`config.mk`:
```
export PLATFORM = sky130hd
export DESIGN_NAME = serial_pattern_tx
export DESIGN_NICKNAME = d
export VERILOG_FILES = /design/src/rtl/serial_pattern_tx.sv
export SDC_FILE = /design/constraint.sdc
export NUM_CORES = 1
export LEC_CHECK = 0
export BUFFER_PORTS_ARGS = -buffer_cell sky130_fd_sc_hd__buf_2
export CAP_MARGIN = 40
export CELL_PAD_IN_SITES_DETAIL_PLACEMENT = 0
export CELL_PAD_IN_SITES_GLOBAL_PLACEMENT = 1
export CORE_ASPECT_RATIO = 1.4
export CORE_MARGIN = 4
export CORE_UTILIZATION = 45
export CTS_CLUSTER_SIZE = 10
export DETAILED_ROUTE_END_ITERATION = 10
export PLACE_DENSITY_LB_ADDON = 0.12
export SETUP_SLACK_MARGIN = 0.4
export SLEW_MARGIN = 20
export SYNTH_ARGS = -nofsm -noshare
export SYNTH_HDL_FRONTEND = slang
export SYNTH_SLANG_ARGS = --single-unit
```
`constraint.sdc`:
```
create_clock -name Clk -period 4.95 [get_ports Clk]
set_input_delay 0 -clock Clk [delete_from_list [all_inputs] [get_ports Clk]]
set_output_delay 0 -clock Clk [all_outputs]
set_load 0.02 [all_outputs]
```
`src/rtl/serial_pattern_tx.sv`:
```
// serial_pattern_tx: MSB-first serial word transmitter with Moore-decoded outputs.
// Define SERIAL_PATTERN_TX_PARITY_EN to append an even-parity bit after the data bits.
module serial_pattern_tx #(
    parameter int WIDTH = 8,
    parameter int LEN_W = 4
) (
    input  logic             Clk,
    input  logic             Reset,
    input  logic             Start,
    input  logic [WIDTH-1:0] Data,
    input  logic [LEN_W-1:0] Len,
    output logic             Ready,
    output logic             Busy,
    output logic             Valid,
    output logic             OUT,
    output logic             Done,
    output logic [1:0]       Estado_Salida
);
    typedef enum logic [1:0] {IDLE = 2'b00, LOAD = 2'b01, SHIFT = 2'b10, DONE = 2'b11} state_t;
    state_t           r_state, w_next;
    logic [WIDTH-1:0] r_data, r_sreg, w_aligned;
    logic [LEN_W-1:0] r_len, w_len;
    logic [LEN_W:0]   r_cnt, w_cnt_init;
    logic             w_last;
`ifdef SERIAL_PATTERN_TX_PARITY_EN
    logic             r_par;
`endif
    assign w_len = (Len == '0 || int'(Len) > WIDTH) ? LEN_W'(WIDTH) : Len;
    // Left-align the word so bit Len-1 lands in the MSB; bits above Len fall off.
    assign w_aligned = r_data << (WIDTH - int'(r_len));
    assign w_last = r_cnt == (LEN_W+1)'(1);
`ifdef SERIAL_PATTERN_TX_PARITY_EN
    assign w_cnt_init = {1'b0, r_len} + (LEN_W+1)'(1);
`else
    assign w_cnt_init = {1'b0, r_len};
`endif
    always_ff @(posedge Clk) begin
        if (Reset) r_state <= IDLE;
        else       r_state <= w_next;
    end
    always_comb begin
        w_next        = IDLE;
        Ready         = 1'b0;
        Busy          = 1'b1;
        Valid         = 1'b0;
        OUT           = 1'b0;
        Done          = 1'b0;
        Estado_Salida = r_state;
        case (r_state)
            IDLE: begin
                w_next = Start ? LOAD : IDLE;
                Ready  = 1'b1;
                Busy   = 1'b0;
            end
            LOAD: w_next = SHIFT;
            SHIFT: begin
                w_next = w_last ? DONE : SHIFT;
                Valid  = 1'b1;
`ifdef SERIAL_PATTERN_TX_PARITY_EN
                OUT    = w_last ? r_par : r_sreg[WIDTH-1];
`else
                OUT    = r_sreg[WIDTH-1];
`endif
            end
            DONE: begin
                w_next = IDLE;
                Done   = 1'b1;
            end
            default: w_next = IDLE;
        endcase
    end
    always_ff @(posedge Clk) begin
        if (Reset) begin
            r_data <= '0;
            r_len  <= '0;
            r_sreg <= '0;
            r_cnt  <= '0;
`ifdef SERIAL_PATTERN_TX_PARITY_EN
            r_par  <= 1'b0;
`endif
        end else begin
            case (r_state)
                IDLE: if (Start) begin
                    r_data <= Data;
                    r_len  <= w_len;
                end
                LOAD: begin
                    r_sreg <= w_aligned;
                    r_cnt  <= w_cnt_init;
`ifdef SERIAL_PATTERN_TX_PARITY_EN
                    r_par  <= ^w_aligned;
`endif
                end
                SHIFT: begin
                    r_sreg <= r_sreg << 1;
                    r_cnt  <= r_cnt - (LEN_W+1)'(1);
                end
                default: ;
            endcase
        end
    end
endmodule

```
## Yosys cells after proc, flatten, opt, wreduce, memory -nomap -nowiden

Cells that the tools add are included.

- Bits in registers: 27
- Input bits: 15
- Output and inout port bits: 7
- Logic and storage cells: 29

- $add $sub $neg: 2
- Magnitude comparators: 1
- Eq/ne operators: 4
- Shift operators: 1
- Mux-type cells: 11
- Reductions and logical operators: 5

Operators by type and width:

| operator | count |
|---|---|
| $shl 8x32->8 | 1 |
| $pmux 8 s2 | 1 |
| $pmux 5 s2 | 1 |
| $pmux 2 s4 | 1 |
| $mux 1 | 7 |
| $eq 5x1->1 const B | 1 |
| $sub 4x4->5 const A | 1 |
| $sub 5x1->5 const B | 1 |
| $eq 2x2->1 const B | 2 |
| $gt 4x4->1 const B | 1 |
| $logic_not 4->1 | 1 |
| $mux 4 | 1 |
| $eq 2x1->1 const B | 1 |
| $logic_not 2->1 | 1 |
| $reduce_and 2->1 | 1 |
| $reduce_bool 2->1 | 1 |
| $logic_or 1x1->1 | 1 |

## Depth between registers and ports, before layout

Gate-level depths: netlist (run 1).

- Depth after elaboration: 3
- Depth in mapped cells: 9
- Mapped depth without buffers: 7

## Worst setup path before layout (run 1)

Ideal clock, no wire load.

- Kind: flip-flop to flip-flop
- Start: register r_len[0]
- End: register r_sreg[7]
- Setup time: 0.130 ns
- Arrival time: 1.824 ns
- Required time: 4.820 ns
- Slack: 2.996 ns
- Stages on the path, launching flop included: 9
- Path buffers: 2
- Clock period less this slack: 1.954 ns
- Path through: dfxtp_1 > buf_6 > inv_1 > ha_1 > clkbuf_1 > mux4_1 > a21boi_0 > a221oi_1 > nor3_1

- Word-level cells in the longest chain between the ends: 3

RTL lines:

| element | RTL line | source |
|---|---|---|
| start, declared | 22 | `logic [LEN_W-1:0] r_len, w_len;` |
| start signal, assigned | 85 | `r_len <= w_len;` |
| $sub 4x4->5 | 30 | `assign w_aligned = r_data << (WIDTH - int'(r_len));` |
| $shl 8x32->8 | 30 |  |
| $pmux 8 s2 | 82 | `case (r_state)` |
| end signal, assigned | 88 | `r_sreg <= w_aligned;` |
| end signal, assigned | 95 | `r_sreg <= r_sreg << 1;` |
| end, declared | 21 | `logic [WIDTH-1:0] r_data, r_sreg, w_aligned;` |

No other way between the ends.
A chain may end at the register's enable or synchronous reset.

## Worst setup path after layout (run 1)

- Start: register r_len[0]
- End: register r_sreg[2]

The elaborated chain is that of the path after synthesis.

==> flow_summary_export.csv, run 1 <==
group,metric,value,unit
timing,worst_slew_pin_slew,0.757,ns
critical_path,cp_slowest_stage_delay,0.71,ns
clock_network,clock-root-buffer,"clkbuf_8",
drt,wl_per_cell,13.5,µm
critical_path,crit_top_cell,"inv_1",
place,place.gp.congestion,0.967,
final_layout,post-route-util,55.4,%
power_and_ir_drop,power_density,297,nW/µm²
global_route,grt_max_degree,28,
global_route,grt_usage,16.3,%
logic_synthesis,yosys.area.top_type,"dfxtp_1",
logic_synthesis,postSynth.asyncResetShare,0,%
place,placedCellCount,240,
critical_path,critPathKind,"flip-flop to flip-flop",
timing,worst_slack,2.65,ns
clock_network,clkLatencyLatePin,0.28,ns
final_layout,final_cell_mix,"nand2_1, dfxtp_1, buf_2",
logic_synthesis,ys_types,40,
logic_synthesis,syn_nets,215,
clock_network,ctsLongestPathBuffers,2,
logic_synthesis,syn_area,1550,µm²
global_route,grt_pass1_vias,1297,
timing,finalHoldViolCount,0,
drt,drt_iter0_drc,49,
critical_path,crit_path_start_kind,"flip-flop",
critical_path,critPathMaxFanout,15,
timing,tns,0,ns
clock_network,h-tree-depth,1,
critical_path,worstPathArrival,2.50,ns
logic_synthesis,synth_area_leaders,"dfxtp_1, nand2_1, a21oi_1, ha_1, mux2i_1",
clock_network,cts_made_buffers,3,
global_route,gr-total-overflow,0,
drt,drc,0,
die,core_area,3210,µm²
logic_synthesis,synth_enable_flop_cells,0,
global_route,grt_pass1_wl,5.88,mm
logic_synthesis,ys_seq_area_share,35.0,%
drt,antenna_left,0,
power_and_ir_drop,fin_total_pwr,0.528,mW
drt,firstDrtPassIters,4,
clock_network,cts_num_sinks,27,
logic_synthesis,ys_warn_count,0,
timing,drv_slew,0,
timing,fin_hold_ws,0.0126,ns
place,hpwl,2.53,mm
die,die_width,57.5,µm
die,die_h,77.3,µm
timing,fmax,435,MHz
critical_path,end_kind,"flip-flop",
place,placed_area,1630,µm²
final_layout,syn2layout_area_growth,15.2,%
timing,period_share,46.4,%
critical_path,cp.required,5.15,ns
critical_path,cp_cell_sequence,"inv_1 -> ha_1 -> inv_1 -> a21oi_1 -> a221oi_2 -> a22oi_1 -> a211oi_1",
final_layout,num_antenna_cells,0,
power_and_ir_drop,p_leak,0.670,nW
final_layout,drive_gt1_share,14.4,%
die,initial_utilization,48.1,%
status,status,"completed",
critical_path,cpMaxStageDelayCell,"dfxtp_1",
logic_synthesis,synth_top_area_share,35.0,%
die,rows,24,
final_layout,nNetsFinal,237,
logic_synthesis,avgSynthCellArea,7.97,µm²
drt,route.vias.total,1421,
timing,clock_skew,0.00644,ns
global_route,grt_antenna_before_repair,0,
logic_synthesis,synthCells,194,
logic_synthesis,ys_ff_latch,27,
power_and_ir_drop,ir_worst_vdd,173,µV
timing,setup_viol,0,
drt,viasPerCell,5.59,
flow_run,drv_cap,0,
timing,slew_headroom,49.5,%
place,place_ws,2.67,ns
final_layout,finalInstanceArea,1780,µm²
die,io_pins,22,
logic_synthesis,yosys_most_used_dff,"dfxtp_1",
timing,period_minus_slack,2.30,ns
place,io_buffers,21,
drt,routed_wl,3.43,mm
final_layout,final_common_cell,"nand2_1",
clock_network,clk_pin_slew_worst_paths,0.10,ns
clock_network,cts_tree,"built",
die,die_area,4450,µm²
timing,rsz0062_at_grt,"false",
final_layout,final_cells,254,
worst_hold_path,min_path_type,"input pin to flip-flop",
-- per-layer routing --
metal | GRT usage [%] | wire length, µm | vias to the layer above
li1 | - | - | 730
met1 | 21.4 | 1560 | 655
met2 | 26.0 | 1700 | 27
met3 | 2.16 | 87 | 9
met4 | 7.42 | 80 | 0
met5 | 0 | 0 | -
-- worst paths after layout --
| kind | start | endpoint | slack [ns] | depth (start not counted) |
|---|---|---|---|---|
| worst min register to register | r_data[6]$_SDFFE_PP0P_ | r_data[6]$_SDFFE_PP0P_ | 0.48 | 2 |
| worst max-delay path | r_len[0]$_SDFFE_PP0P_ | r_sreg[2]$_SDFFE_PP0P_ | 2.65 | 7 |
| worst max register to register | r_len[0]$_SDFFE_PP0P_ | r_sreg[2]$_SDFFE_PP0P_ | 2.65 | 7 |
| worst min-delay path | Len[0] | r_len[0]$_SDFFE_PP0P_ | 0.01 | 3 |
-- flip-flops by register name, summed over array words and instances, names as in the netlist --
| register | cells |
|---|---|
| r_sreg | 8 |
| r_data | 8 |
| r_len | 4 |
| r_cnt | 5 |
| Estado_Salida | 2 |
-- what timing repair did --
action / in CTS / in global routing
hold endpoints to repair: 10 / 0
setup buffers: 0 / 0
resized for setup: 0 / 0
hold buffers: 10 / 0
-- synth_stat cells (2+ instances only) --
library cell	number
nand3b_1	4
dfxtp_1	27
a221oi_2	2
nor3b_1	2
nand2b_1	2
a221oi_1	2
a211oi_1	6
nor3_1	9
inv_1	9
o21ai_0	7
o22ai_1	2
a31oi_1	2
clkbuf_1	8
buf_2	3
a21oi_1	18
nor2b_1	4
a32oi_1	2
mux2_2	2
mux2i_1	7
a22oi_1	4
ha_1	6
nor2_1	17
and2_1	2
nand2_1	31
-- power breakdown --
| group | leakage, nW | switching [mW] | internal (mW) | total [mW] |
|---|---|---|---|---|
| logic | 0.427 | 0.0822 | 0.0596 | 0.142 |
| clock network | 0.0217 | 0.0744 | 0.0573 | 0.132 |
| registers | 0.221 | 0.0183 | 0.236 | 0.255 |
-- logic make-up (layout without fill, tap and decap cells) --
kind of cell	after synthesis	in the layout	synth area share [%]
AND/OR/NAND/NOR	76	76	23.1
AO/OA/AOI/OAI	50	50	21.7
flip-flops	27	27	35.0
buffers and inverters	23	44	6.56
multiplexers	10	10	7.69
adder cells (fa/ha/maj)	6	6	4.86
XOR/XNOR	2	2	1.13
-- critical path, delay by kind of cell, from the launching register on --
family                     cells  cell delay [ns]
buffers and inverters          2             0.35
DFF                            1             0.71
adders and majority gates      1             0.44
AOI/OAI and AO/OA              4             0.73
-- area by class of cell --
| class | instances | area (µm²) |
|---|---|---|
| fill | 306 | 1430 |
| multi-input combinational | 144 | 903 |
| inverter | 9 | 33.8 |
| tap | 39 | 48.8 |
| sequential | 27 | 541 |
| clock buffer | 3 | 41.3 |
| timing repair buffer | 31 | 205 |
| clock inverter | 1 | 7.51 |
Power figures use the tool's default switching activity.
==> run 2, diff against run 1 <==
--- a/config.mk
+++ b/config.mk
@@ -11,7 +11,7 @@
 export CELL_PAD_IN_SITES_GLOBAL_PLACEMENT = 1
 export CORE_ASPECT_RATIO = 1.4
 export CORE_MARGIN = 4
-export CORE_UTILIZATION = 45
+export CORE_UTILIZATION = 37
 export CTS_CLUSTER_SIZE = 10
 export DETAILED_ROUTE_END_ITERATION = 10
 export PLACE_DENSITY_LB_ADDON = 0.12
==> constraint.sdc (replaced) <==
create_clock -name Clk -period 1.85 [get_ports Clk]
set_input_delay 0 -clock Clk [delete_from_list [all_inputs] [get_ports Clk]]
set_output_delay 0 -clock Clk [all_outputs]
set_load 0.02 [all_outputs]
==> run 2 against run 1 <==
Non-clock buffer count increased by 22. Register-to-register slack worse by 2.4 ns. Via count is 6.3% higher. Count of clock-buffer cells in the layout up 1. First-iteration DRC count fell by 2.0%. Critical path type unchanged. Sequential share of layout area fell by 4.8 points. Design area increased by 22%. Clock skew up 0.00051 ns. Wire length increased by 18%. Critical path depth unchanged. Global-route usage shrank 0.69 points. Sequential power rose to 2.7 times the previous value.
==> flow_summary_export.csv, run 2 (synthesized netlist as in run 1, its figures left out) <==
group,metric,value,unit
flow_run,drv_cap,0,
drt,drc,0,
global_route,grt_usage,15.6,%
timing,clock_skew,0.00695,ns
worst_hold_path,holdPathStages,3,
die,die_area,5290,µm²
critical_path,cp_slowest_stage_delay,0.38,ns
clock_network,h-tree-depth,1,
timing,tns,0,ns
power_and_ir_drop,fin_total_pwr,1.58,mW
timing,finalHoldViolCount,0,
critical_path,critPathMaxFanout,5,
critical_path,cp_cell_sequence,"buf_4 -> buf_4 -> mux2_4 -> nor2_2 -> a221oi_2 -> a221oi_2 -> nor3_1",
drt,route.vias.total,1510,
global_route,grt_antenna_before_repair,0,
timing,rsz0062_at_grt,"true",
timing,period_share,88.4,%
global_route,grt_pass1_vias,1458,
global_route,grt_max_degree,28,
status,status,"completed",
power_and_ir_drop,p_sw,0.523,mW
place,io_buffers,21,
critical_path,crit_buf_inv,2,
power_and_ir_drop,p_seq_share,42.8,%
place,placedCellCount,250,
final_layout,num_antenna_cells,0,
timing,fmax,611,MHz
critical_path,reg2reg_to,"r_sreg[7]$_SDFFE_PP0P_",
drt,viasPerCell,5.39,
final_layout,syn2layout_area_growth,40.6,%
final_layout,fillCellCount,383,
power_and_ir_drop,intPower,1.06,mW
timing,worst_slew_pin_slew,0.522,ns
final_layout,final_cells,280,
final_layout,largestRegisters,"r_data (8), r_sreg (8), r_cnt (5)",
die,rows,27,
power_and_ir_drop,combPwrFrac,35.3,%
drt,drt_iter0_drc,48,
power_and_ir_drop,power_density,729,nW/µm²
power_and_ir_drop,p_leak,0.843,nW
critical_path,r2r_cells,7,
worst_hold_path,min_path_type,"input pin to flip-flop",
worst_hold_path,hold_start,"Len[0]",
timing,worst_slack,0.214,ns
critical_path,worstReg2RegStart,"r_len[0]$_SDFFE_PP0P_",
place,place.gp.congestion,0.914,
drt,firstDrtPassIters,4,
critical_path,crit_family,"flip-flops",
clock_network,cts_made_buffers,3,
critical_path,cp.required,2.00,ns
critical_path,r2r_setup_slack,0.21,ns
timing,period_minus_slack,1.64,ns
clock_network,ctsLongestPathBuffers,2,
die,io_pins,22,
power_and_ir_drop,p_sw_share,33.0,%
clock_network,cts_num_sinks,27,
timing,setup_viol,0,
power_and_ir_drop,ir_worst_vdd,333,µV
die,die_h,84.5,µm
power_and_ir_drop,p_clk_share,21.9,%
clock_network,clock-root-buffer,"clkbuf_8",
clock_network,cts_tree,"built",
timing,drv_slew,0,
final_layout,nNetsFinal,259,
clock_network,clk_pin_slew_worst_paths,0.09,ns
place,hpwl,2.67,mm
critical_path,end_kind,"flip-flop",
critical_path,worstPathArrival,1.78,ns
clock_network,clkLatencyLatePin,0.28,ns
global_route,gr-total-overflow,0,
critical_path,cpMaxStageDelayCell,"dfxtp_4",
worst_hold_path,min_to,"r_len[0]$_SDFFE_PP0P_",
timing,slew_headroom,65.2,%
critical_path,critPathKind,"flip-flop to flip-flop",
die,core_area,3990,µm²
drt,wl_per_cell,14.5,µm
drt,routed_wl,4.06,mm
critical_path,crit_path_start_kind,"flip-flop",
global_route,grt_pass1_wl,6.71,mm
final_layout,multiInputGateArea,1070,µm²
place,place_ws,0.0675,ns
final_layout,final_cell_mix,"nand2_1, buf_2, dfxtp_1",
die,die_width,62.6,µm
die,initial_utilization,38.8,%
final_layout,final_common_cell,"nand2_1",
drt,antenna_left,0,
final_layout,drive_gt1_share,33.8,%
final_layout,seqCellArea,554,µm²
-- run 2: what timing repair did --
| item | in CTS | in global routing |
|---|---|---|
| pin swaps | 13 | 5 |
| cloned | 0 | 1 |
| endpoints found under the hold margin | 10 | 0 |
| setup endpoints to repair | 12 | 17 |
| hold buffers | 11 | 0 |
| setup buffers | 8 | 6 |
| resized for setup | 22 | 11 |
-- run 2: worst max-delay path by stage --
stage	startpoint	depth (start not counted)	slack [ns]	end
after global placement	r_len[0]$_SDFFE_PP0P_	6	0.15	r_sreg[7]$_SDFFE_PP0P_
after detailed placement	r_len[0]$_SDFFE_PP0P_	6	0.07	r_sreg[7]$_SDFFE_PP0P_
after floorplan	r_len[0]$_SDFFE_PP0P_	8	0.07	r_sreg[7]$_SDFFE_PP0P_
after CTS	r_len[0]$_SDFFE_PP0P_	6	0.21	r_sreg[6]$_SDFFE_PP0P_
final	r_len[0]$_SDFFE_PP0P_	7	0.21	r_sreg[7]$_SDFFE_PP0P_
after global routing	r_len[0]$_SDFFE_PP0P_	7	0.14	r_sreg[7]$_SDFFE_PP0P_
-- run 2: routing by layer --
metal | GRT usage (%) | part of all wire [%]
met5 | 0 | 0
met4 | 6.83 | 1.8
met3 | 2.54 | 2.2
met2 | 28.2 | 51
met1 | 17.8 | 45
-- run 2: worst min-delay path, stage by stage --
cell and delay (ns):
buf_2 0.10, nand3b_1 0.08, a21oi_1 0.06
-- run 2: area by class of cell --
cell class	instances	area share [%]
timing repair buffer	53	18.8
clock buffer	4	2.07
inverter	9	1.90
multi-input combinational	144	49.3
tap	43	2.48
sequential	27	25.5
-- run 2: power groups by stage --
stage          Clock, mW  Sequential (mW)  Combinational [mW]
4_1_cts            0.361            0.676               0.490
3_5_place_dp           0            0.690               0.409
6_report           0.347            0.678               0.559
3_3_place_gp           0            0.687               0.406
2_1_floorplan          0            0.679               0.329
5_1_grt            0.384            0.685               0.615
-- run 2: stage by stage --
| stage | area (µm²) | utilization, % | hold WS (ns) |
|---|---|---|---|
| after floorplan | 1630 | - | 0.136 |
| after CTS | 2060 | 51.6 | 0.00332 |
| after detailed placement | 1750 | 43.8 | 0.249 |
| after global placement | 1750 | 43.8 | 0.240 |
| after global routing | 2170 | 54.5 | 0.0100 |
| final | 2170 | 54.5 | 0.00498 |
